===== src/rtl/sram_read_streamer_if.sv =====
// rtl/sram_read_streamer_if.sv - request, SRAM and output-stream signals of sram_read_streamer
// m_last_o exists only when SRAM_STREAM_LAST_EN is defined.
`timescale 1ns/1ps
interface sram_read_streamer_if #(
    parameter int AW        = 10,
    parameter int OUT_WIDTH = 64
);
    logic                 start_i;
    logic [AW-1:0]        base_addr_i;
    logic [AW:0]          len_i;
    logic                 busy_o;
    logic                 done_o;
    logic                 sram_en_o;
    logic                 sram_we_o;
    logic [AW-1:0]        sram_addr_o;
    logic [OUT_WIDTH-1:0] sram_data_i;
    logic                 m_valid_o;
    logic                 m_ready_i;
    logic [OUT_WIDTH-1:0] m_data_o;
`ifdef SRAM_STREAM_LAST_EN
    logic                 m_last_o;
`endif

    modport master (
        input  start_i, base_addr_i, len_i, sram_data_i, m_ready_i,
        output busy_o, done_o, sram_en_o, sram_we_o, sram_addr_o, m_valid_o, m_data_o
`ifdef SRAM_STREAM_LAST_EN
        , output m_last_o
`endif
    );

    modport slave (
        output start_i, base_addr_i, len_i, sram_data_i, m_ready_i,
        input  busy_o, done_o, sram_en_o, sram_we_o, sram_addr_o, m_valid_o, m_data_o
`ifdef SRAM_STREAM_LAST_EN
        , input m_last_o
`endif
    );
endinterface


===== src/rtl/sram_read_streamer.sv =====
// rtl/sram_read_streamer.sv - SRAM burst reader streaming wide words through a 2-entry FIFO
// Optional: define SRAM_STREAM_LAST_EN to add m_last_o on the final word of a burst.
`timescale 1ns/1ps
module sram_read_streamer #(
    parameter int DATA_WIDTH = 32,
    parameter int N_ENTRIES  = 1024,
    parameter int OUT_WIDTH  = 64
) (
    input  logic                 clk_i,
    input  logic                 rst_n_i,
    sram_read_streamer_if.master bus
);
    localparam int ELEMS = OUT_WIDTH / DATA_WIDTH;
    localparam int AW    = $clog2(N_ENTRIES);
    localparam logic [AW-1:0] STEP = AW'(ELEMS);
    localparam logic [AW:0]   ONE  = (AW+1)'(1);

    typedef enum logic [1:0] {IDLE, RUN, DRAIN} state_t;
    state_t state, state_nx;

    logic [OUT_WIDTH-1:0] mem [2];
    logic [1:0]           cnt;
    logic                 rd_ptr, wr_ptr;
    logic                 pend;
    logic [AW:0]          rd_left, word_left;
    logic [AW-1:0]        addr_q, addr_nx;
    logic                 done_q;
    logic                 issue, pop, push;
    logic [2:0]           occ;

    assign pop  = (cnt != 2'd0) && bus.m_ready_i;
    assign push = pend;
    // Occupancy this read will see once the current cycle's pop has left the FIFO.
    assign occ  = {1'b0, cnt} + {2'b00, pend} - {2'b00, pop};

    always_comb begin
        state_nx = state;
        issue    = 1'b0;
        addr_nx  = addr_q + STEP;
        unique case (state)
            IDLE: begin
                addr_nx = bus.base_addr_i;
                if (rst_n_i && bus.start_i && (bus.len_i != '0)) begin
                    issue    = 1'b1;
                    state_nx = RUN;
                end
            end
            RUN: begin
                issue = (rd_left != '0) && (occ < 3'd2);
                if ((rd_left == '0) || (issue && (rd_left == ONE)))
                    state_nx = DRAIN;
            end
            DRAIN: begin
                if (pop && (word_left == ONE))
                    state_nx = IDLE;
            end
            default: state_nx = IDLE;
        endcase
    end

    always_ff @(posedge clk_i or negedge rst_n_i) begin
        if (!rst_n_i) begin
            state     <= IDLE;
            cnt       <= 2'd0;
            rd_ptr    <= 1'b0;
            wr_ptr    <= 1'b0;
            pend      <= 1'b0;
            rd_left   <= '0;
            word_left <= '0;
            addr_q    <= '0;
            done_q    <= 1'b0;
            mem[0]    <= '0;
            mem[1]    <= '0;
        end else begin
            state  <= state_nx;
            done_q <= ((state == IDLE) && bus.start_i && (bus.len_i == '0)) ||
                      ((state == DRAIN) && (state_nx == IDLE));
            pend   <= issue;
            if (issue)
                addr_q <= addr_nx;
            if ((state == IDLE) && issue) begin
                rd_left   <= bus.len_i - ONE;
                word_left <= bus.len_i;
            end else begin
                if (issue)
                    rd_left <= rd_left - ONE;
                if (pop)
                    word_left <= word_left - ONE;
            end
            if (push) begin
                mem[wr_ptr] <= bus.sram_data_i;
                wr_ptr      <= ~wr_ptr;
            end
            if (pop)
                rd_ptr <= ~rd_ptr;
            case ({push, pop})
                2'b10:   cnt <= cnt + 2'd1;
                2'b01:   cnt <= cnt - 2'd1;
                default: ;
            endcase
        end
    end

    assign bus.busy_o      = (state != IDLE);
    assign bus.done_o      = done_q;
    assign bus.sram_en_o   = issue;
    assign bus.sram_we_o   = 1'b0;
    assign bus.sram_addr_o = issue ? addr_nx : addr_q;
    assign bus.m_valid_o   = (cnt != 2'd0);
    assign bus.m_data_o    = mem[rd_ptr];

`ifdef SRAM_STREAM_LAST_EN
    logic pend_last;
    logic last_q [2];

    always_ff @(posedge clk_i or negedge rst_n_i) begin
        if (!rst_n_i) begin
            pend_last <= 1'b0;
            last_q[0] <= 1'b0;
            last_q[1] <= 1'b0;
        end else begin
            pend_last <= issue && ((state == IDLE) ? (bus.len_i == ONE) : (rd_left == ONE));
            if (push)
                last_q[wr_ptr] <= pend_last;
        end
    end

    assign bus.m_last_o = (cnt != 2'd0) && last_q[rd_ptr];
`endif
endmodule


===== src/flat_wrapper.sv =====
// flat-port wrapper written by rule: the top's interface ports become plain ports
module sram_read_streamer_flat 
#(
    parameter int DATA_WIDTH = 32,
    parameter int N_ENTRIES  = 1024,
    parameter int OUT_WIDTH  = 64
)
  (clk_i, rst_n_i, bus_start_i, bus_base_addr_i, bus_len_i, bus_sram_data_i, bus_m_ready_i, bus_busy_o, bus_done_o, bus_sram_en_o, bus_sram_we_o, bus_sram_addr_o, bus_m_valid_o, bus_m_data_o);
  sram_read_streamer_if #(.AW((10)), .OUT_WIDTH(OUT_WIDTH)) bus_i ();
  input  logic clk_i;
  input  logic rst_n_i;
  input wire logic [$bits(bus_i.start_i)-1:0] bus_start_i;
  input wire logic [$bits(bus_i.base_addr_i)-1:0] bus_base_addr_i;
  input wire logic [$bits(bus_i.len_i)-1:0] bus_len_i;
  input wire logic [$bits(bus_i.sram_data_i)-1:0] bus_sram_data_i;
  input wire logic [$bits(bus_i.m_ready_i)-1:0] bus_m_ready_i;
  output wire logic [$bits(bus_i.busy_o)-1:0] bus_busy_o;
  output wire logic [$bits(bus_i.done_o)-1:0] bus_done_o;
  output wire logic [$bits(bus_i.sram_en_o)-1:0] bus_sram_en_o;
  output wire logic [$bits(bus_i.sram_we_o)-1:0] bus_sram_we_o;
  output wire logic [$bits(bus_i.sram_addr_o)-1:0] bus_sram_addr_o;
  output wire logic [$bits(bus_i.m_valid_o)-1:0] bus_m_valid_o;
  output wire logic [$bits(bus_i.m_data_o)-1:0] bus_m_data_o;
  assign bus_i.start_i = bus_start_i;
  assign bus_i.base_addr_i = bus_base_addr_i;
  assign bus_i.len_i = bus_len_i;
  assign bus_i.sram_data_i = bus_sram_data_i;
  assign bus_i.m_ready_i = bus_m_ready_i;
  assign bus_busy_o = bus_i.busy_o;
  assign bus_done_o = bus_i.done_o;
  assign bus_sram_en_o = bus_i.sram_en_o;
  assign bus_sram_we_o = bus_i.sram_we_o;
  assign bus_sram_addr_o = bus_i.sram_addr_o;
  assign bus_m_valid_o = bus_i.m_valid_o;
  assign bus_m_data_o = bus_i.m_data_o;
  sram_read_streamer #(.DATA_WIDTH(DATA_WIDTH), .N_ENTRIES(N_ENTRIES), .OUT_WIDTH(OUT_WIDTH)) u_core (.clk_i(clk_i), .rst_n_i(rst_n_i), .bus(bus_i));
endmodule

===== config.mk =====
export PLATFORM = sky130hd
export DESIGN_NAME = sram_read_streamer_flat
export DESIGN_NICKNAME = d
export VERILOG_FILES = /design/src/rtl/sram_read_streamer_if.sv /design/src/rtl/sram_read_streamer.sv /design/src/flat_wrapper.sv
export SDC_FILE = /design/constraint.sdc
export NUM_CORES = 1
export LEC_CHECK = 0
export CAP_MARGIN = 20
export CORE_UTILIZATION = 45
export CTS_CLUSTER_SIZE = 25
export DETAILED_ROUTE_END_ITERATION = 7
export GPL_TIMING_DRIVEN = 0
export PLACE_DENSITY_LB_ADDON = 0.05
export SKIP_LAST_GASP = 1
export SLEW_MARGIN = 20
export SYNTH_ARGS = -nofsm -noshare
export SYNTH_HDL_FRONTEND = slang
export SYNTH_SLANG_ARGS = --single-unit

===== constraint.sdc =====
create_clock -name clk_i -period 7.95 [get_ports clk_i]
set_clock_uncertainty 0.2 [all_clocks]
set_input_delay 0.795 -clock clk_i [delete_from_list [all_inputs] [get_ports clk_i]]
set_output_delay 0.795 -clock clk_i [all_outputs]
set_load 0.02 [all_outputs]

### After elaboration in Yosys (flattened, before gate mapping)

Cells that the tools add are included.

* logic and storage cells: 76
* register bits after elaboration: 168

* reductions and logical operators: 24
* eq/ne operators: 6
* magnitude comparators: 4
* bitwise gates (word level): 4
* add/subtract/negate cells: 8
* mux-type cells: 19

Operators by type and width (number)
* 64-bit 2-to-1 mux: 4
* 128-bit bitwise mux: 1
* 64-bit demux with 1-bit select: 1
* 11-bit 2-to-1 mux: 4
* 11-bit by 1-bit subtractor with 11-bit output, second input constant: 3
* 11-bit by 1-bit == test with 1-bit output, second input constant: 2
* 11-bit logical NOT: 2
* 11-bit nonzero test: 2
* 10-bit 2-to-1 mux: 2
* 1-bit logical AND: 11
* 10-bit by 2-bit adder with 10-bit output, second input constant: 1
* 2-bit nonzero test: 5
* 2-bit 2-to-1 mux: 3
* 2-bit case mux with 3 select lines: 1
* 2-bit by 1-bit == test with 1-bit output, second input constant: 2
* 2-bit == test, second input constant: 2
* 2-bit >= comparator, second input constant: 2
* 2-bit logical NOT: 2
* 1-bit inverter with 2-bit output: 2
* 2-bit case mux with 2 select lines: 1
* 2-bit by 1-bit adder with 3-bit output: 1
* 3-bit by 2-bit < comparator with 1-bit output, second input constant: 1
* 3-bit by 1-bit subtractor with 3-bit output: 1
* 2-bit by 1-bit adder with 2-bit output, second input constant: 1
* 6 further kinds: 8

### Depth between registers and ports, before layout

Gate-level depths: netlist (run 1).

* depth in word-level cells: 12
* gate-level depth with buffers: 11
* gate-level depth less buffers: 10

### Worst setup path after synthesis (run 1)

No wires, ideal clock.

* path kind: input -> output
* start: in bus_m_ready_i
* end: out bus_sram_addr_o[5]
* required time: 6.955 ns
* path buffers: 1
* data arrival time: 3.412 ns
* stages on the path: 11
* slack: 3.543 ns
* cells stage by stage: o21ai_1 inv_1 ha_1 nand2b_1 fa_1 xnor2_1 nand3_1 o22ai_1 clkbuf_1 a21oi_1 a21oi_1

* cells in the longest elaborated chain, start to end: 6

Ends and longest elaborated chain
* start, declared: line flat_wrapper.sv:16 `input wire logic [$bits(bus_i.m_ready_i)-1:0] bus_m_ready_i;`
* 1-bit logical AND: line sram_read_streamer.sv:31 `assign pop = (cnt != 2'd0) && bus.m_ready_i;`
* named net u_core.pop: line sram_read_streamer.sv:28 `logic issue, pop, push;`
* 3-bit by 1-bit subtractor with 3-bit output: line sram_read_streamer.sv:34 `assign occ = {1'b0, cnt} + {2'b00, pend} - {2'b00, pop};`
* 3-bit by 2-bit < comparator with 1-bit output: line sram_read_streamer.sv:49 `issue = (rd_left != '0) && (occ < 3'd2);`
* 1-bit logical AND: line sram_read_streamer.sv:49
* 1-bit case mux with 2 select lines: line sram_read_streamer.sv:40 `unique case (state)`
* 10-bit 2-to-1 mux: line sram_read_streamer.sv:108 `assign bus.sram_addr_o = issue ? addr_nx : addr_q;`
* end, declared: line flat_wrapper.sv:21 `output wire logic [$bits(bus_i.sram_addr_o)-1:0] bus_sram_addr_o;`

The timed path passes the listed nets, and every way through them passes these cells.

### Final worst setup path (run 1)

* start: in bus_m_ready_i
* end: out bus_sram_addr_o[8]

The elaborated chain is that of the path after synthesis.

==> summary.txt, run 1 <==
Die
  – Ports: around 170
  – Starting Density: between 40% and 50%
  – Row cnt: 48
  – Die X: roughly 130 um
  – Total Die Area: 18100 sq um
  – Vert. Die Dim: between 100 and 150 um
  – Core Area: approximately 17000 sq um

Routing
  – Initial DRC Count: between 200 and 250
  – Final ANT Viol Nets: 0
  – Vias: around 5600
  – Wire length per cell: 17.2 um
  – Drt first pass iters: 4
  – Drt drc: 0
  – Via/cell ratio: about 5.3
  – Final wirelength: around 18000 um

Place
  – Final Wtd Congestion: around 0.83
  – Place WS: just under 2 ns
  – Number of port buffers: between 150 and 200
  – DP Area: ~9900 sq um
  – Detail Placement HPWL: approximately 13000 um

Clocking
  – CTS Sinks: roughly 170
  – Cts-stage hold buffer count: 0
  – CTS resizes: 0
  – CTS clock-pin slew for the worst setup and hold paths: 0.06 ns
  – H-Tree Depth: 4
  – Postcts setup bufs: 0
  – Num CTS Buffers: 17
  – Clock buffer depth: 2
  – Clock latency on the worst-skew pair: 0.42 ns
  – Root Driver: clkbuf_16
  – TritonCTS clock tree: done

Timing
  – Slew headroom: between 40% and 50%
  – RSZ-0062 raised after global routing: no
  – Final Max Tran Viols: 0
  – FMAX: roughly 0.17 GHz
  – Final hold vios: 0
  – Endpoints failing setup: 0
  – Final cycle utilization of the critical path: between 70 and 80%
  – Min Tclk post-route: approximately 5.9 ns
  – Crit path setup slack, layout: ~2 ns
  – Slew @ Worst Pin: 0.877 ns
  – Fin Setup TNS: 0 ns

Synth
  – Synth Warn #: 0
  – #FFs+latches synth: between 150 and 200
  – Avg Inst Size Synth: 12.6 sq um
  – Seq/Total Area, Yosys: between 50% and 60%
  – Ys async rst share: between 90% and 100%
  – Ys flop type: dfrtp_1
  – Post-synth EDFFs: 0
  – Syn Inst Count: around 630
  – Post-Synthesis Net Count: 723
  – Post-synthesis cell type count: 42
  – Post-Syn Area: between 7000 and 8000 sq um

Power and ir drop
  – Pwr Total: roughly 4900 uW
  – VDD IR max: around 0.00024 V
  – Pwr Density: approximately 470 nW/um^2
  – Flop pwr share: approximately a third
  – Clock Power Share: 16.0%
  – P_sw: ~1800 uW
  – Logic gate share of total power: a little over half
  – Int Power: slightly above 3000 uW
  – Lkg Pwr: between 0.004 and 0.005 uW
  – Switching Share: 37.3%

Worst setup path
  – FF-to-FF path depth: 11
  – Max FO, Critical Path: 10
  – CP Data Required Time: 6.95 ns
  – CP Class: in2out
  – Critical path arrival: ~5.0 ns
  – Reg-to-reg slack, setup: 4.00 ns
  – Reg-to-Reg Start: u_core.cnt[1]$_DFFE_PN0P_
  – Crit path from: bus_m_ready_i
  – Crit Reg-Reg Endpoint: u_core.addr_q[8]$_DFF_PN0_
  – Critical Path Start Type: primary input
  – Endpoint class of the critical path: output pin

Final layout
  – Antenna diodes: 0
  – Final instance area: around 10000 sq um
  – Layout cells sized above 1: 28.5%
  – Filler instances: around 1400
  – Final-stage net count: 909
  – Area delta synth->final: 32.1%

Min path
  – Hold crit path type: in2async

Run status
  – Status: completed

GRT
  – Vias in the first global route: between 5000 and 6000
  – Antenna violations before repair: 0
  – Grt total ovfl: 0
  – First-pass GRT wire length: about 30000 um
  – Largest net degree at the start of global routing: 90
  – Total track usage: around a fifth

Run
  – Max-capacitance violation count: 0
-- state kept, by name, summed over array words and instances, names as in the netlist --
register           cells
u_core.rd_ptr          1
u_core.addr_q         10
u_core.word_left      11
u_core.mem           128
u_core.bus.done_o      1
u_core.wr_ptr          1
u_core.cnt             2
u_core.state           2
u_core.pend            1
u_core.rd_left        11
-- through the flow --
step,cells,hold slack [ns],util (%)
2_1_floorplan,625,0.257,-
3_3_place_gp,1016,0.280,57.2
3_5_place_dp,1017,0.284,57.4
4_1_cts,1049,0.187,60.7
5_1_grt,1049,0.193,60.7
6_report,1049,0.165,60.7
-- worst max-delay path: stages --
cell and delay [ns]:
clkdlybuf4s50_1 0.46, o21ai_1 0.29, inv_1 0.14, ha_1 0.31, nand2b_1 0.15, fa_1 0.37, xnor2_1 0.27, nand3_1 0.18
o22ai_1 0.52, clkbuf_1 0.48, a21oi_1 0.12, a21oi_1 0.21, clkdlybuf4s50_1 0.64
-- Yosys cell counts (2+ instances only) --
cell	number	area [sq um]
a31oi_1	2	12.5
o22ai_1	5	31.3
o21ai_0	27	135
nand4_1	4	25.0
o211ai_1	3	22.5
xnor2_1	19	166
xor2_1	8	70.1
or4_1	6	45.0
nor3b_1	2	15.0
dfrtp_1	168	4200
nor4_1	6	37.5
nand3_1	15	75.1
or4_4	2	22.5
o2bb2ai_1	2	17.5
nor2_1	18	67.6
nand2b_1	3	18.8
a21oi_1	15	75.1
mux2_2	193	2170
nand2_1	36	135
ha_1	8	100
nor3_1	12	60.1
or2_2	4	25.0
and3_1	3	18.8
clkbuf_1	28	105
or3_1	6	37.5
inv_1	14	52.6
-- layer usage --
| layer | GRT usage (%) | up-vias | part of all wire (%) |
|---|---|---|---|
| li1 | - | 2615 | - |
| met1 | 27.4 | 2749 | 44 |
| met2 | 33.5 | 186 | 47 |
| met3 | 5.59 | 28 | 6.9 |
| met4 | 7.99 | 0 | 1.8 |
| met5 | 0 | - | 0 |
-- kinds of logic (layout without fill, tap and decap cells) --
| group | count (synthesis) | after routing | synth area share, % |
|---|---|---|---|
| xor gates and xnor gates | 27 | 27 | 3.00 |
| muxes | 194 | 194 | 27.7 |
| DFF | 168 | 168 | 53.3 |
| adders and majority gates | 9 | 9 | 1.52 |
| and+or+nand+nor | 121 | 121 | 7.81 |
| other | 1 | 1 | 0.0476 |
| AOI/OAI and AO/OA | 62 | 62 | 4.52 |
| buffers and inverters | 43 | 242 | 2.09 |
-- power groups by stage --
stage / combinational [uW] / sequential [uW] / clock [uW]
final: 2530 / 1550 / 775
after global routing: 2720 / 1610 / 833
after CTS: 2560 / 1540 / 794
after detailed placement: 2540 / 1560 / 0
after global placement: 2490 / 1520 / 0
after floorplan: 1620 / 1480 / 0
-- final cells by class --
class	count	area [sq um]	area share (%)
Clock inverter	12	92.6	0.889
Clock buffer	20	467	4.48
Multi-Input combinational cell	414	3520	33.7
Timing Repair Buffer	167	1690	16.3
Inverter	14	52.6	0.504
Buffer	29	113	1.08
Tap cell	225	282	2.70
Sequential cell	168	4200	40.3
-- how the worst max path moves through the flow --
| stage | to | slack, ns |
|---|---|---|
| final | bus_sram_addr_o[8] | 2.00 |
| after global routing | bus_sram_addr_o[8] | 1.64 |
| after CTS | bus_sram_addr_o[8] | 1.94 |
| after detailed placement | bus_sram_addr_o[8] | 1.95 |
| after global placement | bus_sram_addr_o[8] | -3.23 |
| after floorplan | bus_sram_addr_o[5] | 3.54 |
-- placed cells by master, fill, tap and decap left out, types with 4 or more instances in the layout --
master and n:
inv_1 14, xnor2_1 19, or3_1 6, dfrtp_1 168, nand2_1 36, nand3_1 15
nor2_1 18, or2_2 4, clkinv_4 5, o21ai_0 27, clkbuf_16 17, or4_1 6
clkdlybuf4s50_1 165, a21oi_1 15, xor2_1 8, clkbuf_1 28, ha_1 8, nor4_1 6
o22ai_1 5, nand4_1 4, mux2_2 193, nor3_1 12
Note: power is estimated with default switching activity, not from simulation.
==> run 2, diff against run 1 <==
==> constraint.sdc (replaced) <==
create_clock -name clk_i -period 5.61 [get_ports clk_i]
set_clock_uncertainty 0.2 [all_clocks]
set_input_delay 0.561 -clock clk_i [delete_from_list [all_inputs] [get_ports clk_i]]
set_output_delay 0.561 -clock clk_i [all_outputs]
set_load 0.02 [all_outputs]
==> run 2 against run 1 <==
Clock power rose by 42%; power rose by 42%; highest routed layer unchanged; count of clock-buffer cells in the layout did not move; critical path type unchanged; sequential cell count did not move; worst setup slack got worse by 1.6 ns; critical endpoint is now bus_sram_addr_o[2]; combinational power rose by 42%; critical path depth fell by 1.
==> summary.txt, run 2 (synthesis results as in run 1) <==
Timing
  – Slew headroom: 41.3% (about the same)
  – FMAX: around 0.19 GHz
  – Min Tclk post-route: slightly above 5 ns
  – RSZ-0062 raised after global routing: no
  – Final hold vios: 0 (unchanged)
  – Slew @ Worst Pin: 0.877 ns (-0.000223 ns)
  – Final cycle utilization of the critical path: 92.4%
  – Endpoints failing setup: 0 (unchanged)
  – Final Max Tran Viols: 0 (unchanged)

Final layout
  – Area delta synth->final: 32.4%
  – Commonest non-fill, non-tap cell in the layout: mux2_2
  – Final cell count without fillers: 1050 (+0.095%)
  – Largest Register: u_core.mem
  – Antenna diodes: 0 (unchanged)
  – Layout cells sized above 1: 28.7% (+0.21 points)
  – Final-stage net count: 910 (+0.11%)
  – Largest register FFs: 128 (unchanged)
  – Largest registers: u_core.mem x128, u_core.rd_left x11, u_core.word_left x11
  – Final instance area: 10400 sq um (+0.17%)
  – Most frequent cells in the layout: mux2_2 (193), dfrtp_1 (168), clkdlybuf4s50_1 (165)

GRT
  – Vias in the first global route: 5922 (unchanged)
  – First-pass GRT wire length: 29700 um (unchanged)
  – Largest net degree at the start of global routing: 90 (unchanged)
  – Antenna violations before repair: 0 (unchanged)
  – Grt total ovfl: 0 (unchanged)
  – Total track usage: 21.0% (unchanged)

Clocking
  – H-Tree Depth: 4 (unchanged)
  – TritonCTS clock tree: done
  – CTS Sinks: 168 (unchanged)
  – Num CTS Buffers: 17 (unchanged)
  – Clock buffer depth: 2 (unchanged)
  – Clock latency on the worst-skew pair: 0.42 ns (about the same)
  – Root Driver: clkbuf_16
  – CTS clock-pin slew for the worst setup and hold paths: 0.06 ns (about the same)
  – Postcts setup bufs: 0 (unchanged)

Worst setup path
  – Delay of the slowest critical-path stage: 0.59 ns (-0.05 ns)
  – CP delay by family, top: buffers and inverters
  – CP Class: in2out
  – Critical Path Start Type: primary input
  – Endpoint class of the critical path: output pin
  – Buf/Inv on CP: 4 (unchanged)
  – Max FO, Critical Path: 11 (+1)
  – CP max-delay cell: clkdlybuf4s50_1
  – Cell mode on critical path: clkdlybuf4s50_1
  – Critical path arrival: 4.42 ns (-0.53 ns)
  – CP Data Required Time: 4.85 ns (-2.10 ns)
  – Cell-by-cell trace of the critical path: clkdlybuf4s50_1 -> o21ai_1 -> inv_1 -> ha_1 -> nand2b_1 -> fa_1 -> xnor2_1 -> nand3_1 -> o22ai_2 -> clkbuf_1 -> a31oi_1 -> clkdlybuf4s50_1

Routing
  – Drt first pass iters: 4 (unchanged)
  – Drt drc: 0 (unchanged)
  – Final ANT Viol Nets: 0 (unchanged)
  – Final wirelength: 18000 um (about the same)
  – Initial DRC Count: 174 (-17%)
  – Vias: 5569 (-0.16%)
  – Wire length per cell: 17.2 um (-0.17%)
  – Via/cell ratio: 5.30 (-0.26%)

Power and ir drop
  – Switching Share: 37.2% (-0.049 points)
  – P_sw: 2560 uW (+42%)
  – Lkg Pwr: 0.00421 uW (+0.21%)
  – Flop pwr share: 31.9% (about the same)
  – VDD IR max: 0.000345 V (+42%)
  – Clock Power Share: 15.9% (about the same)
  – Int Power: 4320 uW (+42%)
  – Pwr Density: 659 nW/um^2 (+42%)
  – Logic gate share of total power: 52.2% (about the same)

Die
  – Ports: 168 (unchanged)
  – Die X: 134 um (unchanged)
  – Total Die Area: 18100 sq um (unchanged)
  – Core Area: 17200 sq um (unchanged)
  – Starting Density: 45.9% (unchanged)
  – Vert. Die Dim: 134 um (unchanged)
  – Row cnt: 48 (unchanged)

Run
  – Max-capacitance violation count: 0 (unchanged)

Place
  – DP Area: 9860 sq um (unchanged)
  – Inst Count DP: 1017 (unchanged)
  – Number of port buffers: 166 (unchanged)
  – Final Wtd Congestion: 0.833 (unchanged)
  – Detail Placement HPWL: 12800 um (unchanged)

Run status
  – Status: completed

Min path
  – Hold crit path type: reg2reg
-- run 2: repair_timing --
item | in CTS | in global routing
endpoints found under the hold margin | 81 | 0
hold buffers | 1 | 0
setup endpoints to repair | 0 | 10
resized for setup | 0 | 3
-- run 2: power by group through the flow --
| stage | clock network, uW | registers (uW) | logic (uW) |
|---|---|---|---|
| floorplan | 0 | 2090 | 2300 |
| global placement | 0 | 2150 | 3540 |
| detailed placement | 0 | 2210 | 3600 |
| CTS | 1120 | 2190 | 3630 |
| global route | 1180 | 2270 | 3860 |
| finish | 1100 | 2190 | 3590 |
-- run 2: final timing paths --
check	start	endpoint	slack [ns]	depth (start not counted)
max	bus_m_ready_i	bus_sram_addr_o[2]	0.42	12
min	u_core.addr_q[0]$_DFF_PN0_	u_core.addr_q[0]$_DFF_PN0_	0.30	1
max reg2reg	u_core.cnt[1]$_DFFE_PN0P_	u_core.addr_q[2]$_DFF_PN0_	1.84	10
min reg2reg	u_core.addr_q[0]$_DFF_PN0_	u_core.addr_q[0]$_DFF_PN0_	0.30	1
max in group asynchronous	rst_n_i	u_core.mem[107]$_DFFE_PN0P_	3.86	3
min in group asynchronous	rst_n_i	u_core.addr_q[5]$_DFF_PN0_	0.53	2
-- run 2: per-layer routing --
| layer | GRT usage, % | part of all wire [%] | vias up |
|---|---|---|---|
| li1 | - | - | 2617 |
| met1 | 27.4 | 44 | 2750 |
| met2 | 33.5 | 47 | 178 |
| met3 | 5.59 | 6.9 | 24 |
| met4 | 7.99 | 1.7 | 0 |
| met5 | 0 | 0 | - |
-- run 2: stage by stage --
| stage | worst slack, ns | setup TNS, ns | hold WS (ns) | power, uW | utilization, % |
|---|---|---|---|---|---|
| 6_report | 0.424 | 0 | 0.296 | 6880 | 60.8 |
| 5_1_grt | 0.120 | 0 | 0.318 | 7320 | 60.8 |
| 4_1_cts | 0.0663 | 0 | 0.299 | 6940 | 60.7 |
| 3_5_place_dp | 0.0760 | 0 | 0.284 | 5810 | 57.4 |
| 3_3_place_gp | -5.11 | -695.12 | 0.280 | 5690 | 57.2 |
| 2_1_floorplan | 1.66 | 0 | 0.0654 | 4390 | - |
-- run 2: layout make-up --
| class | instances | area, sq um |
|---|---|---|
| Fill cell | 1420 | 6740 |
| Sequential cell | 168 | 4200 |
| Multi-Input combinational cell | 414 | 3520 |
| Timing Repair Buffer | 168 | 1700 |
| Clock buffer | 20 | 467 |
| Tap cell | 225 | 282 |
| Buffer | 29 | 114 |
| Clock inverter | 12 | 92.6 |
| Inverter | 14 | 52.6 |
